==> src/rtl/data_sync_pkg.sv <==
// Shared types and limits for the req/ack CDC receiver (data_sync_rx).
package data_sync_pkg;

  // Receiver handshake states: waiting for a request, or holding the acknowledge.
  typedef enum logic {
    IDLE = 1'b0,
    ACK  = 1'b1
  } rx_state_t;

  // A single flop cannot resolve metastability, so the request chain needs at least two.
  localparam int MIN_SYNC_STAGES = 2;

endpackage

==> src/rtl/req_bit_sync.sv <==
// Single-bit synchronizer: NUM_STAGES flops in series with an asynchronous
// active-low clear. The input feeds the first flop with no logic in front of it.
module req_bit_sync #(
  parameter int NUM_STAGES = 2
) (
  input  logic CLK,
  input  logic Async_Reset,
  input  logic d,
  output logic q
);

  logic [NUM_STAGES-1:0] sync_p;

  // Shift the asynchronous level through the chain; the oldest bit is the synchronized output.
  always_ff @(posedge CLK or negedge Async_Reset) begin
    if (!Async_Reset) begin
      sync_p <= '0;
    end else begin
      sync_p <= {sync_p[NUM_STAGES-2:0], d};
    end
  end

  assign q = sync_p[NUM_STAGES-1];

endmodule

==> src/rtl/data_sync_rx.sv <==
// Destination-side responder of a 4-phase req/ack clock-domain crossing.
// Synchronizes Req_in, captures the quasi-static Unsync_bus once per handshake,
// strobes enable_pulse for one cycle and returns a registered Ack_out level.
// Optional feature: define DATA_SYNC_PARITY_EN to add Unsync_par / Par_err and
// reject captures whose even parity is wrong (Ack_out still rises).
module data_sync_rx
  import data_sync_pkg::*;
#(
  parameter int NUM_STAGES = 2,
  parameter int BUS_WIDTH  = 8
) (
  input  logic                 CLK,
  input  logic                 Async_Reset,
  input  logic [BUS_WIDTH-1:0] Unsync_bus,
`ifdef DATA_SYNC_PARITY_EN
  input  logic                 Unsync_par,
  output logic                 Par_err,
`endif
  input  logic                 Req_in,
  output logic                 Ack_out,
  output logic [BUS_WIDTH-1:0] sync_bus,
  output logic                 enable_pulse,
  output logic                 Busy
);

  if (NUM_STAGES < MIN_SYNC_STAGES) begin : g_bad_stages
    $error("data_sync_rx: NUM_STAGES must be at least %0d", MIN_SYNC_STAGES);
  end

  rx_state_t state_q, state_d;
  logic      req_s;
  logic      capture;
  logic      capture_ok;

`ifdef DATA_SYNC_PARITY_EN
  // Even parity across data and parity bit: the XOR of all bits must be zero.
  function automatic logic parity_ok(input logic [BUS_WIDTH-1:0] data, input logic par);
    return ~^{data, par};
  endfunction

  assign capture_ok = capture & parity_ok(Unsync_bus, Unsync_par);
`else
  assign capture_ok = capture;
`endif

  // ---- stage 0: only the request level crosses; the bus is sampled directly at capture
  req_bit_sync #(
    .NUM_STAGES (NUM_STAGES)
  ) u_req_sync (
    .CLK         (CLK),
    .Async_Reset (Async_Reset),
    .d           (Req_in),
    .q           (req_s)
  );

  // ---- stage 1: handshake FSM and capture register
  // Next-state logic: accept a request from IDLE, release the acknowledge once req_s drops.
  always_comb begin
    state_d = state_q;
    capture = 1'b0;
    case (state_q)
      IDLE: begin
        if (req_s) begin
          state_d = ACK;
          capture = 1'b1;
        end
      end
      ACK: begin
        if (!req_s) begin
          state_d = IDLE;
        end
      end
      default: state_d = IDLE;
    endcase
  end

  // State register and handshake outputs; Ack_out mirrors the state being entered.
  always_ff @(posedge CLK or negedge Async_Reset) begin
    if (!Async_Reset) begin
      state_q      <= IDLE;
      Ack_out      <= 1'b0;
      enable_pulse <= 1'b0;
    end else begin
      state_q      <= state_d;
      Ack_out      <= (state_d == ACK);
      enable_pulse <= capture_ok;
    end
  end

  // Capture register: loads only on an accepted transfer, otherwise holds.
  always_ff @(posedge CLK or negedge Async_Reset) begin
    if (!Async_Reset) begin
      sync_bus <= '0;
    end else if (capture_ok) begin
      sync_bus <= Unsync_bus;
    end
  end

`ifdef DATA_SYNC_PARITY_EN
  // One-cycle parity error flag for a capture that was rejected.
  always_ff @(posedge CLK or negedge Async_Reset) begin
    if (!Async_Reset) begin
      Par_err <= 1'b0;
    end else begin
      Par_err <= capture & ~capture_ok;
    end
  end
`endif

  assign Busy = (state_q != IDLE);

endmodule

==> config.mk <==
export PLATFORM = sky130hd
export DESIGN_NAME = data_sync_rx
export DESIGN_NICKNAME = d
export VERILOG_FILES = /design/src/rtl/data_sync_pkg.sv /design/src/rtl/req_bit_sync.sv /design/src/rtl/data_sync_rx.sv
export SDC_FILE = /design/constraint.sdc
export NUM_CORES = 1
export LEC_CHECK = 0
export CAP_MARGIN = 20
export CORE_MARGIN = 4
export CORE_UTILIZATION = 34
export CTS_CLUSTER_DIAMETER = 120
export DETAILED_ROUTE_END_ITERATION = 10
export GPL_TIMING_DRIVEN = 0
export HOLD_SLACK_MARGIN = 0.06
export PLACE_DENSITY = 0.71
export SYNTH_ARGS = -nofsm -noshare
export SYNTH_HDL_FRONTEND = slang
export SYNTH_SLANG_ARGS = --single-unit
export TNS_END_PERCENT = 10
==> constraint.sdc <==
create_clock -name CLK -period 1.1 [get_ports CLK]
set_input_delay 0.165 -clock CLK [delete_from_list [all_inputs] [get_ports CLK]]
set_output_delay 0.165 -clock CLK [all_outputs]
set_load 0.02 [all_outputs]
==> flow_summary.ini <==
[setup_path]
rr_worst_depth = 3
crit_type = reg2reg
required_ns = 1.24
crit_path_start_kind = register
critPathCaptureType = register
cp_max_fo = 9
arrival_ns = 1.26

[die]
initial_core_util_pct = 35.9
rows = 13
fp.dieW_microns = 44.9
coreArea_sq_um = 1280
dieArea_sq_um = 2010
io_pins = 22
die_h_microns = 44.9

[synthesis]
synthCells = 23
synth_nets = 34
yosysWarnings = 0
ys_seq_area_share_pct = 65.0
ys_seq_elements = 12
avgSynthCellArea_sq_um = 20.1
syn_area_sq_um = 462
yosysUniqueCellTypes = 5

[routing]
wl_microns = 866
ant_nets = 0
vias_per_cell = 4.29
drt-wirelength-per-cell_microns = 13.7
drt_iter0_drc = 0
drc = 0
num_vias = 270
first_pass_iters = 1

[grt]
antenna_found_initial = 0
grt_max_degree = 13
grt_overflow = 0
grt_usage_pct = 10.8
grt_pass1_wl_microns = 1500
grt_pass1_vias = 338

[outcome]
status = finished with violations
failed_checks = negative setup slack

[timing]
layout_setup_ws_ns = -0.0142
clock_skew_ns = 0.00657
whs_ns = 0.248
period_needed_ns = 1.11
tightest_slew_ns = 0.533
max_freq_ghz = 0.898
finalCritPeriodShare_pct = 101
finalMaxSlewViolations = 0
setup_violations = 9
grt_setup_unrepaired = true
hold_viol = 0
relSlewSlack_pct = 64.4

[cells_and_area]
nNetsFinal = 60
layout.cells.non_filler = 63
final_cell_mix = dfrtp_1 (11), clkdlybuf4s50_1 (10), mux2_4 (8)
final_common_cell = dfrtp_1
antenna_cells = 0
area_delta_synth_final_pct = 49.9
final_layout_size_suffix_gt1_share_pct = 56.3
fillers = 124

[clocking]
cts.path.max_buffers = 2
cts_max_level = 1
clk_transition_reported_paths_ns = 0.07
cts_made_buffers = 3
root_buffer = clkbuf_4
clk_latency_ns = 0.26
cts-hold-fix-buffers = 0
cts_tree = yes
post_cts_buffers = 0
cts.sinks = 12

[placed_design]
dp_cells = 59
post-dp-hpwl_microns = 661
gp_congestion = 0.542
portBuffers = 21

[pwr]
power.density_nw_per_um2 = 1610
leakage_nw = 0.329
vdd_drop_max_v = 0.000883

[min_path]
hp-class = in2async

[job]
drv_cap = 0
-- worst max-delay path: stages (launching register included) --
cell	delay, ns
dfrtp_2	0.43
nor2b_4	0.13
buf_12	0.14
mux2_4	0.30
-- cell type report --
| type | count | area, sq um | area share [%] |
|---|---|---|---|
| flip-flops and latches | 12 | 302 | 43.6 |
| repair buffers | 21 | 174 | 25.1 |
| multi-input cells | 9 | 134 | 19.3 |
| clock buffers | 4 | 36.3 | 5.24 |
| plain buffers | 2 | 27.5 | 3.98 |
| well taps | 15 | 18.8 | 2.71 |
-- metrics by stage --
| stage | power [mW] | setup TNS, ns | cell area (sq um) | setup slack [ns] | utilization, % |
|---|---|---|---|---|---|
| after floorplan | 0.676 | -0.282 | 463 | -0.0352 | - |
| after global placement | 0.825 | -0.177 | 692 | -0.130 | 53.8 |
| after detailed placement | 0.831 | -0.290 | 692 | -0.133 | 53.8 |
| after CTS | 1.15 | -0.198 | 733 | -0.0280 | 57.1 |
| after global routing | 1.18 | -0.453 | 692 | -0.0573 | 53.8 |
| final | 1.11 | -0.0874 | 692 | -0.0142 | 53.8 |
-- synth_stat cells (all sizes together) --
master	number	area share [%]
buf	2	6.0
dfrtp	12	65
mux2	8	26
nor2b	1	3.0
-- per-layer routing --
layer / share of wire (%) / wire (microns) / GRT usage, %
met5: 0 / 0 / 0
met4: 0 / 0 / 5.26
met3: 7.9 / 68 / 3.98
met2: 56 / 488 / 18.6
met1: 36 / 310 / 11.6
-- logic make-up after synthesis --
| kind of cell | synth area share (%) |
|---|---|
| simple gates | 2.98 |
| mux | 26.0 |
| buf+inv | 5.96 |
| flops | 65.0 |
-- path summary, 6_finish.rpt --
check                                            endpoint                            from  slack (ns)
min in group CLK           u_req_sync.sync_p[1]$_DFF_PN0_  u_req_sync.sync_p[0]$_DFF_PN0_        0.36
setup reg to reg                  sync_bus[1]$_DFFE_PN0P_                  Busy$_DFF_PN0_       -0.01
hold / removal             u_req_sync.sync_p[1]$_DFF_PN0_                     Async_Reset        0.25
setup / recovery                  sync_bus[1]$_DFFE_PN0P_                  Busy$_DFF_PN0_       -0.01
max in group asynchronous                  Busy$_DFF_PN0_                     Async_Reset        0.46
hold reg to reg            u_req_sync.sync_p[1]$_DFF_PN0_  u_req_sync.sync_p[0]$_DFF_PN0_        0.36
-- where the power goes --
part	total (mW)	switching, mW	internal [mW]
Combinational	0.263	0.117	0.146
Clock	0.332	0.132	0.201
Sequential	0.518	0.0262	0.492
Total	1.11	0.275	0.838
-- state kept, by name (all words and copies together) (netlist names) --
name and cells:
u_req_sync.sync_p 2, Busy 1, enable_pulse 1, sync_bus 8
-- repair_timing --
item,CTS,global route
resized for setup,35,7
setup endpoints to repair,19,16
pin swaps,0,0
Note: power is estimated with default switching activity, not from simulation.
